### config.mk
export PLATFORM = sky130hd
export DESIGN_NAME = snake_engine_flat
export DESIGN_NICKNAME = d
export VERILOG_FILES = /design/src/rtl/snake_engine_if.sv /design/src/rtl/snake_engine.sv /design/src/flat_wrapper.sv
export SDC_FILE = /design/constraint.sdc
export NUM_CORES = 1
export LEC_CHECK = 0
export ABC_CLOCK_PERIOD_IN_PS = 7450
export BUFFER_PORTS_ARGS = -buffer_cell sky130_fd_sc_hd__buf_4
export CAP_MARGIN = 25
export CORE_ASPECT_RATIO = 0.7
export CORE_MARGIN = 4
export CORE_UTILIZATION = 25
export DETAILED_ROUTE_END_ITERATION = 10
export PLACE_DENSITY = 0.39
export SLEW_MARGIN = 40
export SYNTH_ARGS = -nofsm -noshare
export SYNTH_HDL_FRONTEND = slang
export SYNTH_SLANG_ARGS = --single-unit
export TNS_END_PERCENT = 5
### constraint.sdc
create_clock -name vga_clk -period 7.45 [get_ports vga_clk]
set_clock_uncertainty 0.1 [all_clocks]
set_input_delay 0.745 -clock vga_clk [delete_from_list [all_inputs] [get_ports vga_clk]]
set_output_delay 0.745 -clock vga_clk [all_outputs]
set_load 0.01 [all_outputs]
### src/rtl/snake_engine_if.sv
// snake_engine_if: game-control and pixel-query bundle for snake_engine.
//   master : direction decoder / renderer side (drives start, update_tick,
//            direction, x_in, y_in; observes entity and status)
//   slave  : snake_engine side
// Ports carried:
//   start, update_tick, direction[1:0], x_in[9:0], y_in[9:0]  (to engine)
//   entity[1:0], game_over, game_won, tail_count[TW-1:0], busy (from engine)
// TW must equal clog2(MAX_TAILS+1) of the engine it connects to.

`ifndef LEFT_DIR
`define LEFT_DIR 2'd0
`endif
`ifndef TOP_DIR
`define TOP_DIR 2'd1
`endif
`ifndef RIGHT_DIR
`define RIGHT_DIR 2'd2
`endif
`ifndef DOWN_DIR
`define DOWN_DIR 2'd3
`endif
`ifndef ENT_NOTHING
`define ENT_NOTHING 2'd0
`endif
`ifndef ENT_APPLE
`define ENT_APPLE 2'd1
`endif
`ifndef ENT_SNAKE_HEAD
`define ENT_SNAKE_HEAD 2'd2
`endif
`ifndef ENT_SNAKE_TAIL
`define ENT_SNAKE_TAIL 2'd3
`endif

interface snake_engine_if #(
  parameter int TW = 5
) ();
  logic          start;
  logic          update_tick;
  logic [1:0]    direction;
  logic [9:0]    x_in;
  logic [9:0]    y_in;
  logic [1:0]    entity;
  logic          game_over;
  logic          game_won;
  logic [TW-1:0] tail_count;
  logic          busy;

  modport master (
    output start, update_tick, direction, x_in, y_in,
    input  entity, game_over, game_won, tail_count, busy
  );

  modport slave (
    input  start, update_tick, direction, x_in, y_in,
    output entity, game_over, game_won, tail_count, busy
  );
endinterface

### src/rtl/snake_engine.sv
// snake_engine: parametrised snake game core. Tail coordinates are kept in a
// circular buffer; self-collision and apple placement are sequential scans.
// Game steps advance on update_tick; pixel queries are answered every clock
// with one cycle of latency.
// Ports:
//   vga_clk  - sole clock
//   reset_n  - asynchronous active-low reset
//   bus      - snake_engine_if.slave (start, update_tick, direction, x_in,
//              y_in in; entity, game_over, game_won, tail_count, busy out)
// Optional feature: define SNAKE_TIME_LIMIT_EN to enable a time-based win
// after TIME_LIMIT accepted game steps.
//
// state | meaning
// IDLE  | after reset, waiting for start
// RUN   | game live, waiting for update_tick; samples direction
// MOVE  | one cycle: turn, step head, push old head into tail buffer
// SCAN  | compare one body entry per cycle against the new head
// PLACE | find a free cell for the new apple
// OVER  | collision ended the game, waiting for start
// WON   | win (length or time), waiting for start

`ifndef LEFT_DIR
`define LEFT_DIR 2'd0
`endif
`ifndef TOP_DIR
`define TOP_DIR 2'd1
`endif
`ifndef RIGHT_DIR
`define RIGHT_DIR 2'd2
`endif
`ifndef DOWN_DIR
`define DOWN_DIR 2'd3
`endif
`ifndef ENT_NOTHING
`define ENT_NOTHING 2'd0
`endif
`ifndef ENT_APPLE
`define ENT_APPLE 2'd1
`endif
`ifndef ENT_SNAKE_HEAD
`define ENT_SNAKE_HEAD 2'd2
`endif
`ifndef ENT_SNAKE_TAIL
`define ENT_SNAKE_TAIL 2'd3
`endif

module snake_engine #(
  parameter int         GRID_W    = 40,
  parameter int         GRID_H    = 30,
  parameter int         CELL_W    = 16,
  parameter int         CELL_H    = 16,
  parameter int         MAX_TAILS = 16,
  parameter int         WRAP      = 0,
  parameter logic [9:0] LFSR_SEED = 10'h2A5
`ifdef SNAKE_TIME_LIMIT_EN
  , parameter int       TIME_LIMIT = 1000
`endif
) (
  input logic         vga_clk,
  input logic         reset_n,
  snake_engine_if.slave bus
);

  localparam int XW = $clog2(GRID_W);
  localparam int YW = $clog2(GRID_H);
  localparam int TW = $clog2(MAX_TAILS + 1);
  localparam int PW = (MAX_TAILS > 1) ? $clog2(MAX_TAILS) : 1;

  localparam logic [XW-1:0] X_MAX    = XW'(GRID_W - 1);
  localparam logic [YW-1:0] Y_MAX    = YW'(GRID_H - 1);
  localparam logic [XW-1:0] X_START  = XW'(GRID_W / 2);
  localparam logic [YW-1:0] Y_START  = YW'(GRID_H / 2);
  localparam logic [XW-1:0] APPLE_X0 = XW'(GRID_W / 2 + 4);
  localparam logic [TW-1:0] TAIL_FULL = TW'(MAX_TAILS);
  localparam logic [PW-1:0] PTR_LAST  = PW'(MAX_TAILS - 1);

  typedef enum logic [2:0] {
    S_IDLE, S_RUN, S_MOVE, S_SCAN, S_PLACE, S_OVER, S_WON
  } state_t;

  state_t state, state_nxt;

  logic [XW-1:0] head_x, apple_x, cand_x, next_x;
  logic [YW-1:0] head_y, apple_y, cand_y, next_y;
  logic [1:0]    heading, pending_dir, eff_dir;
  logic [XW-1:0] tails_x [MAX_TAILS];
  logic [YW-1:0] tails_y [MAX_TAILS];
  logic [PW-1:0] wr_ptr, rd_idx;
  logic [TW-1:0] tail_count, scan_k;
  logic [9:0]    lfsr;
  logic          ate, game_over, game_won;
  logic          restart, off_grid, scan_last, body_hit, cand_hit, win_now, time_up;
  logic [9:0]    px_cx, px_cy;
  logic          body_px;
  logic [1:0]    ent_nxt, entity_q;

  function automatic logic [1:0] reverse_of(input logic [1:0] d);
    logic [1:0] r;
    r = `LEFT_DIR;
    case (d)
      `LEFT_DIR:  r = `RIGHT_DIR;
      `RIGHT_DIR: r = `LEFT_DIR;
      `TOP_DIR:   r = `DOWN_DIR;
      default:    r = `TOP_DIR;
    endcase
    return r;
  endfunction

  assign restart = (state == S_IDLE || state == S_OVER || state == S_WON) && bus.start;

`ifdef SNAKE_TIME_LIMIT_EN
  // Remaining steps until the time win; terminal count at zero.
  localparam int CW = $clog2(TIME_LIMIT + 1);
  logic [CW-1:0] time_left;

  always_ff @(posedge vga_clk or negedge reset_n) begin
    if (!reset_n)
      time_left <= CW'(TIME_LIMIT);
    else if (restart)
      time_left <= CW'(TIME_LIMIT);
    else if (state == S_RUN && bus.update_tick && time_left != '0)
      time_left <= time_left - 1'b1;
  end

  assign time_up = (time_left == '0);
`else
  assign time_up = 1'b0;
`endif

  // Next head position and edge detection.
  always_comb begin
    eff_dir  = (pending_dir == reverse_of(heading)) ? heading : pending_dir;
    next_x   = head_x;
    next_y   = head_y;
    off_grid = 1'b0;
    case (eff_dir)
      `LEFT_DIR: begin
        if (head_x == '0) begin off_grid = 1'b1; next_x = X_MAX; end
        else next_x = head_x - 1'b1;
      end
      `RIGHT_DIR: begin
        if (head_x == X_MAX) begin off_grid = 1'b1; next_x = '0; end
        else next_x = head_x + 1'b1;
      end
      `TOP_DIR: begin
        if (head_y == '0) begin off_grid = 1'b1; next_y = Y_MAX; end
        else next_y = head_y - 1'b1;
      end
      default: begin
        if (head_y == Y_MAX) begin off_grid = 1'b1; next_y = '0; end
        else next_y = head_y + 1'b1;
      end
    endcase
    if (WRAP != 0) off_grid = 1'b0;
  end

  // Body entry of age scan_k lives at (wr_ptr-1-scan_k) mod MAX_TAILS.
  always_comb begin
    int sum;
    sum = int'(wr_ptr) + MAX_TAILS - 1 - int'(scan_k);
    if (sum >= MAX_TAILS) sum = sum - MAX_TAILS;
    rd_idx = PW'(sum);
  end

  assign scan_last = (tail_count == '0) || (scan_k == tail_count - 1'b1);
  assign body_hit  = (tail_count != '0) &&
                     (tails_x[rd_idx] == head_x) && (tails_y[rd_idx] == head_y);
  // The head is re-checked every PLACE cycle alongside the body entry.
  assign cand_hit  = ((cand_x == head_x) && (cand_y == head_y)) ||
                     ((tail_count != '0) &&
                      (tails_x[rd_idx] == cand_x) && (tails_y[rd_idx] == cand_y));
  assign win_now   = time_up || (ate && tail_count == TAIL_FULL);

  always_ff @(posedge vga_clk or negedge reset_n) begin
    if (!reset_n) state <= S_IDLE;
    else          state <= state_nxt;
  end

  always_comb begin
    state_nxt = state;
    case (state)
      S_IDLE, S_OVER, S_WON: if (bus.start) state_nxt = S_RUN;
      S_RUN:   if (bus.update_tick) state_nxt = S_MOVE;
      S_MOVE:  state_nxt = off_grid ? S_OVER : S_SCAN;
      S_SCAN: begin
        if (body_hit)       state_nxt = S_OVER;
        else if (scan_last) begin
          if (win_now)      state_nxt = S_WON;
          else if (ate)     state_nxt = S_PLACE;
          else              state_nxt = S_RUN;
        end
      end
      S_PLACE: if (!cand_hit && scan_last) state_nxt = S_RUN;
      default: state_nxt = S_IDLE;
    endcase
  end

  always_ff @(posedge vga_clk) begin
    if (state == S_MOVE && !off_grid) begin
      tails_x[wr_ptr] <= head_x;
      tails_y[wr_ptr] <= head_y;
    end
  end

  always_ff @(posedge vga_clk or negedge reset_n) begin
    if (!reset_n) begin
      head_x      <= X_START;
      head_y      <= Y_START;
      heading     <= `RIGHT_DIR;
      pending_dir <= `RIGHT_DIR;
      apple_x     <= APPLE_X0;
      apple_y     <= Y_START;
      cand_x      <= '0;
      cand_y      <= '0;
      tail_count  <= '0;
      wr_ptr      <= '0;
      scan_k      <= '0;
      ate         <= 1'b0;
      lfsr        <= LFSR_SEED;
      game_over   <= 1'b0;
      game_won    <= 1'b0;
    end else begin
      case (state)
        S_IDLE, S_OVER, S_WON: begin
          if (bus.start) begin
            head_x      <= X_START;
            head_y      <= Y_START;
            heading     <= `RIGHT_DIR;
            pending_dir <= `RIGHT_DIR;
            apple_x     <= APPLE_X0;
            apple_y     <= Y_START;
            tail_count  <= '0;
            wr_ptr      <= '0;
            scan_k      <= '0;
            ate         <= 1'b0;
            game_over   <= 1'b0;
            game_won    <= 1'b0;
          end
        end
        S_RUN: pending_dir <= bus.direction;
        S_MOVE: begin
          heading <= eff_dir;
          if (off_grid) begin
            game_over <= 1'b1;
          end else begin
            head_x <= next_x;
            head_y <= next_y;
            wr_ptr <= (wr_ptr == PTR_LAST) ? '0 : wr_ptr + 1'b1;
            scan_k <= '0;
            ate    <= (next_x == apple_x) && (next_y == apple_y);
            if ((next_x == apple_x) && (next_y == apple_y) && tail_count != TAIL_FULL)
              tail_count <= tail_count + 1'b1;
          end
        end
        S_SCAN: begin
          if (body_hit) begin
            game_over <= 1'b1;
          end else if (scan_last) begin
            if (win_now) begin
              game_won <= 1'b1;
            end else if (ate) begin
              cand_x <= XW'(int'(lfsr[4:0]) % GRID_W);
              cand_y <= YW'(int'(lfsr[9:5]) % GRID_H);
              lfsr   <= {lfsr[8:0], lfsr[9] ^ lfsr[6]};
              scan_k <= '0;
            end
          end else begin
            scan_k <= scan_k + 1'b1;
          end
        end
        S_PLACE: begin
          if (cand_hit) begin
            // Linear advance visits every cell, so a free one is always found.
            scan_k <= '0;
            if (cand_x == X_MAX) begin
              cand_x <= '0;
              cand_y <= (cand_y == Y_MAX) ? '0 : cand_y + 1'b1;
            end else begin
              cand_x <= cand_x + 1'b1;
            end
          end else if (scan_last) begin
            apple_x <= cand_x;
            apple_y <= cand_y;
          end else begin
            scan_k <= scan_k + 1'b1;
          end
        end
        default: ;
      endcase
    end
  end

  // Pixel query: body compare is parallel over entries younger than tail_count.
  always_comb begin
    px_cx   = bus.x_in / 10'(CELL_W);
    px_cy   = bus.y_in / 10'(CELL_H);
    body_px = 1'b0;
    for (int i = 0; i < MAX_TAILS; i++) begin
      int age;
      age = int'(wr_ptr) - 1 - i;
      if (age < 0) age = age + MAX_TAILS;
      if (age < int'(tail_count) &&
          10'(tails_x[i]) == px_cx && 10'(tails_y[i]) == px_cy)
        body_px = 1'b1;
    end
    ent_nxt = `ENT_NOTHING;
    if (px_cx < 10'(GRID_W) && px_cy < 10'(GRID_H)) begin
      if (px_cx == 10'(head_x) && px_cy == 10'(head_y))
        ent_nxt = `ENT_SNAKE_HEAD;
      else if (px_cx == 10'(apple_x) && px_cy == 10'(apple_y))
        ent_nxt = `ENT_APPLE;
      else if (body_px)
        ent_nxt = `ENT_SNAKE_TAIL;
    end
  end

  always_ff @(posedge vga_clk or negedge reset_n) begin
    if (!reset_n) entity_q <= `ENT_NOTHING;
    else          entity_q <= ent_nxt;
  end

  assign bus.entity     = entity_q;
  assign bus.game_over  = game_over;
  assign bus.game_won   = game_won;
  assign bus.tail_count = tail_count;
  assign bus.busy       = (state == S_MOVE) || (state == S_SCAN) || (state == S_PLACE);

endmodule

### src/flat_wrapper.sv
// flat-port wrapper written by rule: the top's interface ports become plain ports
module snake_engine_flat 
#(
  parameter int         GRID_W    = 40,
  parameter int         GRID_H    = 30,
  parameter int         CELL_W    = 16,
  parameter int         CELL_H    = 16,
  parameter int         MAX_TAILS = 16,
  parameter int         WRAP      = 0,
  parameter logic [9:0] LFSR_SEED = 10'h2A5

)
  (vga_clk, reset_n, bus_start, bus_update_tick, bus_direction, bus_x_in, bus_y_in, bus_entity, bus_game_over, bus_game_won, bus_tail_count, bus_busy);
  snake_engine_if #(.TW(5)) bus_i ();
  input logic vga_clk;
  input logic reset_n;
  input wire logic [$bits(bus_i.start)-1:0] bus_start;
  input wire logic [$bits(bus_i.update_tick)-1:0] bus_update_tick;
  input wire logic [$bits(bus_i.direction)-1:0] bus_direction;
  input wire logic [$bits(bus_i.x_in)-1:0] bus_x_in;
  input wire logic [$bits(bus_i.y_in)-1:0] bus_y_in;
  output wire logic [$bits(bus_i.entity)-1:0] bus_entity;
  output wire logic [$bits(bus_i.game_over)-1:0] bus_game_over;
  output wire logic [$bits(bus_i.game_won)-1:0] bus_game_won;
  output wire logic [$bits(bus_i.tail_count)-1:0] bus_tail_count;
  output wire logic [$bits(bus_i.busy)-1:0] bus_busy;
  assign bus_i.start = bus_start;
  assign bus_i.update_tick = bus_update_tick;
  assign bus_i.direction = bus_direction;
  assign bus_i.x_in = bus_x_in;
  assign bus_i.y_in = bus_y_in;
  assign bus_entity = bus_i.entity;
  assign bus_game_over = bus_i.game_over;
  assign bus_game_won = bus_i.game_won;
  assign bus_tail_count = bus_i.tail_count;
  assign bus_busy = bus_i.busy;
  snake_engine #(.GRID_W(GRID_W), .GRID_H(GRID_H), .CELL_W(CELL_W), .CELL_H(CELL_H), .MAX_TAILS(MAX_TAILS), .WRAP(WRAP), .LFSR_SEED(LFSR_SEED)) u_core (.vga_clk(vga_clk), .reset_n(reset_n), .bus(bus_i));
endmodule
======== Word level (Yosys, flattened, before mapping) ========
Memories as Yosys holds them, arrays and structs flattened.
Index checks and enable logic that the tools add are counted.
storage, ports and cells
  logic and storage cells ................. 385
  RAM bits ................................ 176
  memories kept ........................... 2
  flip-flop bits (word level) ............. 69
operators by class
  div/mod/pow operators ................... 2
  bitwise gates (word level) .............. 3
  multiplexer cells ....................... 118
  $add $sub $neg .......................... 46
  equality and inequality tests ........... 83
  reductions and logical operators ........ 79
  order comparisons ....................... 35
memories
  memory          depth  width  read ports  clocked after memory_dff  wr ports  line                source
  u_core.tails_x  16     6      17          0                         1         snake_engine.sv:86  logic [XW-1:0] tails_x [MAX_TAILS];
  u_core.tails_y  16     5      17          0                         1         snake_engine.sv:87  logic [YW-1:0] tails_y [MAX_TAILS];
operator list
  operator                                                      number
  adder 32 x 6 -> 32 bit (second input constant)                16
  less-than comparator 32 x 1 -> 1 bit (second input constant)  16
  less-than comparator 32 x 6 -> 1 bit                          16
  2-to-1 mux 32 bit                                             16
  subtractor 32 x 5 -> 32 bit (second input constant)           8
  == test 6 bit                                                 22
  subtractor 32 x 4 -> 32 bit (second input constant)           4
  2-to-1 mux 5 bit                                              23
  == test 5 x 6 -> 1 bit                                        16
  2-to-1 mux 6 bit                                              13
  subtractor 32 x 2 -> 32 bit (second input constant)           2
  subtractor 32 x 3 -> 32 bit (second input constant)           2
  case mux 5 bit (2 select lines)                               5
  case mux 6 bit (2 select lines)                               4
  logical AND 1 bit                                             45
  >= comparator 32 x 6 -> 1 bit (second input constant)         1
  remainder unit 6 x 6 -> 32 bit (second input constant)        1
  remainder unit 6 x 7 -> 32 bit (second input constant)        1
  subtractor 32 x 6 -> 32 bit                                   1
  2-to-1 mux 1 bit                                              29
  == test 5 bit                                                 5
  2-to-1 mux 3 bit                                              8
  adder 5 x 1 -> 5 bit (second input constant)                  4
  != test 2 x 1 -> 1 bit (second input constant)                10
  other kinds (53)                                              98

======== Logic depth before layout (Yosys ltp) ========
  depth after elaboration ................. 26
  mapped depth ............................ 27

======== Least setup slack after synthesis ========
Ideal clock, no wire load.
  path kind ............................... reg-to-reg
  start point ............................. reg u_core.wr_ptr[0]
  end point ............................... reg u_core.entity_q[0], in the netlist u_core.bus.entity[0]
  arrival ................................. 6.411 ns
  buffers on the path ..................... 2
  cell stages (with the launch flop) ...... 21
  path slack .............................. 0.862 ns
  data required time ...................... 7.273 ns
  cell sequence ........................... dfrtp_1 > clkbuf_1 > inv_1 > ha_1 > or3b_2 > clkbuf_1 > ha_1 > nand2_1 > ha_1 > nand3_1 > or2_2 > or4_1 > or2_2 > ha_1 > or4_1 > a2111oi_0 > o21ai_0 > a221o_1 > o211ai_1 > nor4_1 > a21oi_1
between the ends
  word-level cells in the longest chain between the ends .. 26
RTL lines
  what                                                                              line                                      source
  start, declared                                                                   snake_engine.sv:88                        logic [PW-1:0] wr_ptr, rd_idx;
  start signal, assigned                                                            snake_engine.sv:248                       wr_ptr <= (wr_ptr == PTR_LAST) ? '0 : wr_ptr + 1'b1;
  subtractor 4 x 1 -> 5 bit *                                                       snake_engine.sv:300                       age = int'(wr_ptr) - 1 - i;
  subtractor 32 x 2 -> 32 bit (tied with other cells)                               snake_engine.sv:300
  adder 32 x 6 -> 32 bit (tied with other cells)                                    snake_engine.sv:301                       if (age < 0) age = age + MAX_TAILS;
  2-to-1 mux 32 bit / less-than comparator 32 x 6 -> 1 bit (equally long branches)  snake_engine.sv:301, snake_engine.sv:302
  less-than comparator 32 x 6 -> 1 bit / logical AND 1 bit (equally long branches)  snake_engine.sv:302                       if (age < int'(tail_count) &&
  logical AND 1 bit (on tied branches)                                              snake_engine.sv:302, snake_engine.sv:303
  logical AND 1 bit / 2-to-1 mux 1 bit (equally long branches)                      snake_engine.sv:303, snake_engine.sv:302
  2-to-1 mux 1 bit (14 in series)                                                   snake_engine.sv:302
  2-to-1 mux 1 bit *                                                                snake_engine.sv:302
  2-to-1 mux 2 bit *                                                                snake_engine.sv:312                       else if (body_px)
  2-to-1 mux 2 bit *                                                                snake_engine.sv:310                       else if (px_cx == 10'(apple_x) && px_cy == 10'(apple_y))
  2-to-1 mux 2 bit *                                                                snake_engine.sv:308                       if (px_cx == 10'(head_x) && px_cy == 10'(head_y))
  2-to-1 mux 2 bit *                                                                snake_engine.sv:307                       if (px_cx < 10'(GRID_W) && px_cy < 10'(GRID_H)) begin
  named net u_core.ent_nxt[0]                                                       snake_engine.sv:95                        logic [1:0] ent_nxt, entity_q;
  end signal, assigned                                                              snake_engine.sv:318                       if (!reset_n) entity_q <= `ENT_NOTHING;
  end signal, assigned                                                              snake_engine.sv:319                       else entity_q <= ent_nxt;
  end, declared                                                                     snake_engine.sv:95
The timed path passes the listed nets; every way through them passes the cells marked *.
A chain may end at the register's enable or synchronous reset.

======== Worst setup path after layout ========
  start point ............................. reg u_core.wr_ptr[1]
  end point ............................... reg u_core.entity_q[0], in the netlist u_core.bus.entity[0]
Same word-level chain as after synthesis.

==> flow_summary.toml <==
[status]
status = "completed"

[floorplan]
die_width_microns = 351
boundaryPins = 36
start_util_pct = 25.4
dieArea_sq_um = 87300
coreArea_sq_um = 81200
floorplan.rows = 87
die_y_microns = 248

[synth]
syn_area_per_cell_sq_um = 9.98
netlist_area_sq_um = 20600
synth_edf_count = 176
synthFlopType = "edfxtp_1"
synth_area_leader_cell = "edfxtp_1"
synth_nets = 2329
synth_top_area_share_pct = 25.6
yosys_warnings = 0
synth_seq_cells = 245
ys_types = 86
ys_seq_area_share_pct = 34.1
synth_area_leaders = "edfxtp_1, ha_1, xor2_1"
postSynthCellCount = 2067
async_reset_ff_share_pct = 28.2

[timing]
tightest_slew_ns = 0.978
final_hold_viol_count = 0
rsz0062_at_grt = "no"
fmaxAchievable_mhz = 159
final-max-slew-violation-count = 0
fin_tns_setup_ns = 0
finalSetupViolations = 0
whs_ns = 0.0959
max-slew-margin-rel_pct = 34.2
finalCriticalPeriod_ns = 6.31
finalCritPeriodShare_pct = 84.7

[clock_network]
cts_tree = "done"
clk_pin_slew_ns = 0.07
cts.htree.levels = 1
ctsRootBufferMaster = "clkbuf_16"
worstSkewPairLatency_ns = 0.58
clkSinkCount = 245
cts_hold_buf = 0
cts_setup_buffers = 0
postCtsResizedCells = 0
ctsLongestPathBuffers = 3
cts_buffers = 28

[setup_path]
crit_path_start_kind = "register"
critPathArrivalTime_ns = 6.69
critPathLaunch = "u_core.wr_ptr[1]"
worstPathRequired_ns = 7.84
crit_end = "u_core.bus.entity[0]"
reg2reg_to = "u_core.bus.entity[0]"
critical_path_class = "register to register"
critPathMaxFanout = 12
reg2regPathDepth = 26
regToRegStartpoint = "u_core.wr_ptr[1]"
cp-end-kind = "register"
rrSetupSlack_ns = 1.14

[global_routing]
grt_first_pass_wirelength_microns = 108000
grt_use_total_pct = 16.4
grt_pass1_vias = 15700
grt-ovfl-total = 0
antenna_found_initial = 2
grt_max_degree = 70

[placement]
placed_area_sq_um = 22100
place_hpwl_microns = 53300
gp_congestion = 0.817
dp.cells = 3089
port-buffer-count = 27

[job]
cap_violations = 0

[layout]
design_area_sq_um = 23100
final_cells = 3142
final_common_cell = "ha_1"
nFillCells = 8477
drive_gt1_share_pct = 12.8
syn_to_final_growth_pct = 12.2
layout_common_cells = "ha_1, xor2_1, edfxtp_1"
nets = 2313

[drt]
num_vias = 16200
wirelength_microns = 72400
firstDrtPassIters = 5
ant_nets = 0
drtIter0Drc = 1375
routedWlPerCell_microns = 23.1
vias_per_cell = 5.15
drcViolationCount = 0

[pwr]
ir_worst_vdd_mv = 0.208
powerDensity_nw_per_um2 = 521
p_leak_nw = 8.50

[worst_hold_path]
hp-class = "input pin to async pin"
[flip-flops by register name, indices dropped and copies added, names as in the netlist, 3 cells and up]
name                   count
u_core.lfsr               10
u_core.wr_ptr              4
u_core.cand_x              6
u_core.apple_y             5
u_core.cand_y              5
u_core.tails_x            96
u_core.tails_y            80
u_core.apple_x             6
u_core.scan_k              5
u_core.bus.tail_count      5
u_core.head_y              5
u_core.state               3
u_core.head_x              6
[how the worst min path moves through the flow]
stage	start	to	slack [ns]	depth (start not counted)
after floorplan	reset_n	u_core.apple_x[0]	0.35	0
after global placement	u_core.lfsr[0]	u_core.lfsr[0]	0.39	2
after detailed placement	u_core.lfsr[0]	u_core.lfsr[0]	0.39	2
after CTS	reset_n	u_core.pending_dir[0]	0.12	1
after global routing	reset_n	u_core.pending_dir[0]	0.14	1
final	reset_n	u_core.pending_dir[0]	0.1	1
[synth_stat cells, types with 15 or more instances]
| library cell | count |
|---|---|
| ha_1 | 234 |
| xor2_1 | 187 |
| edfxtp_1 | 176 |
| nand2_1 | 118 |
| nor2_1 | 107 |
| xnor2_1 | 89 |
| nor4_1 | 88 |
| inv_1 | 87 |
| clkbuf_1 | 84 |
| o21ai_0 | 83 |
| a21oi_1 | 72 |
| nand3_1 | 68 |
| dfrtp_1 | 50 |
| mux2_2 | 47 |
| nand4_1 | 47 |
| mux2i_1 | 45 |
| nor3_1 | 44 |
| or4_1 | 40 |
| or3_1 | 30 |
| mux4_2 | 29 |
| nand2b_1 | 27 |
| a21o_1 | 24 |
| or2_2 | 24 |
| dfstp_2 | 19 |
| o22ai_1 | 17 |
| a31oi_1 | 15 |
[power breakdown]
part | total [mW] | leakage [nW] | switching (mW) | internal, mW
Combinational | 8.62 | 5.57 | 5.22 | 3.40
Clock | 1.52 | 0.475 | 0.617 | 0.900
Sequential | 1.92 | 2.46 | 0.231 | 1.68
Total | 12.1 | 8.50 | 6.07 | 5.98
[layout make-up]
| class | instances | area [sq um] | area share [%] |
|---|---|---|---|
| multi-input combinational | 1621 | 12900 | 55.8 |
| sequential | 245 | 7040 | 30.4 |
| tap | 1068 | 1340 | 5.77 |
| clock buffer | 31 | 712 | 3.08 |
| timing repair buffer | 65 | 532 | 2.30 |
| inverter | 90 | 338 | 1.46 |
| clock inverter | 20 | 277 | 1.19 |
| antenna | 2 | 5.00 | 0.0216 |
[worst max-delay path, stage by stage (launching register included)]
cell and delay (ns):
dfrtp_1 0.38, inv_1 0.22, ha_1 0.24, buf_4 0.19
or3b_2 0.47, inv_1 0.29, nor2_1 0.10, nand2_1 0.11
inv_1 0.05, ha_1 0.17, o21ai_0 0.13, ha_1 0.20
nand3_1 0.10, or4_1 0.48, nor4_1 0.42, nand2_1 0.17
ha_1 0.22, nor4_1 0.24, o21ai_0 0.14, a21oi_1 0.14
nand4_1 0.11, a211o_1 0.28, a2111oi_0 0.40, o21ai_0 0.38
nand4_1 0.22, nor4_1 0.10, a21oi_1 0.16
[logic make-up after synthesis]
logic type	after synthesis	synth area share, %
xor+xnor	278	11.9
buf+inv	201	4.03
mux	125	8.21
compound gates	324	10.2
fa+ha+maj	237	14.4
simple gates	657	17.2
flops	245	34.1
[metal layers]
layer	global-route usage, %	up-vias	wire, microns
li1	-	7606	-
met1	25.4	8158	37000
met2	24.5	370	30700
met3	2.18	53	3920
met4	1.93	0	805
met5	0	-	0
[per-stage QoR]
| step | utilization [%] | power, mW | worst slack (ns) |
|---|---|---|---|
| CTS | 28.4 | 12.1 | 1.13 |
| finish | 28.5 | 12.1 | 1.14 |
| global placement | 27.1 | 10.3 | 1.27 |
| floorplan | - | 7.99 | 0.862 |
| global route | 28.5 | 13.2 | 0.580 |
| detailed placement | 27.2 | 10.5 | 1.19 |
Note: power is estimated with default switching activity, not from simulation.
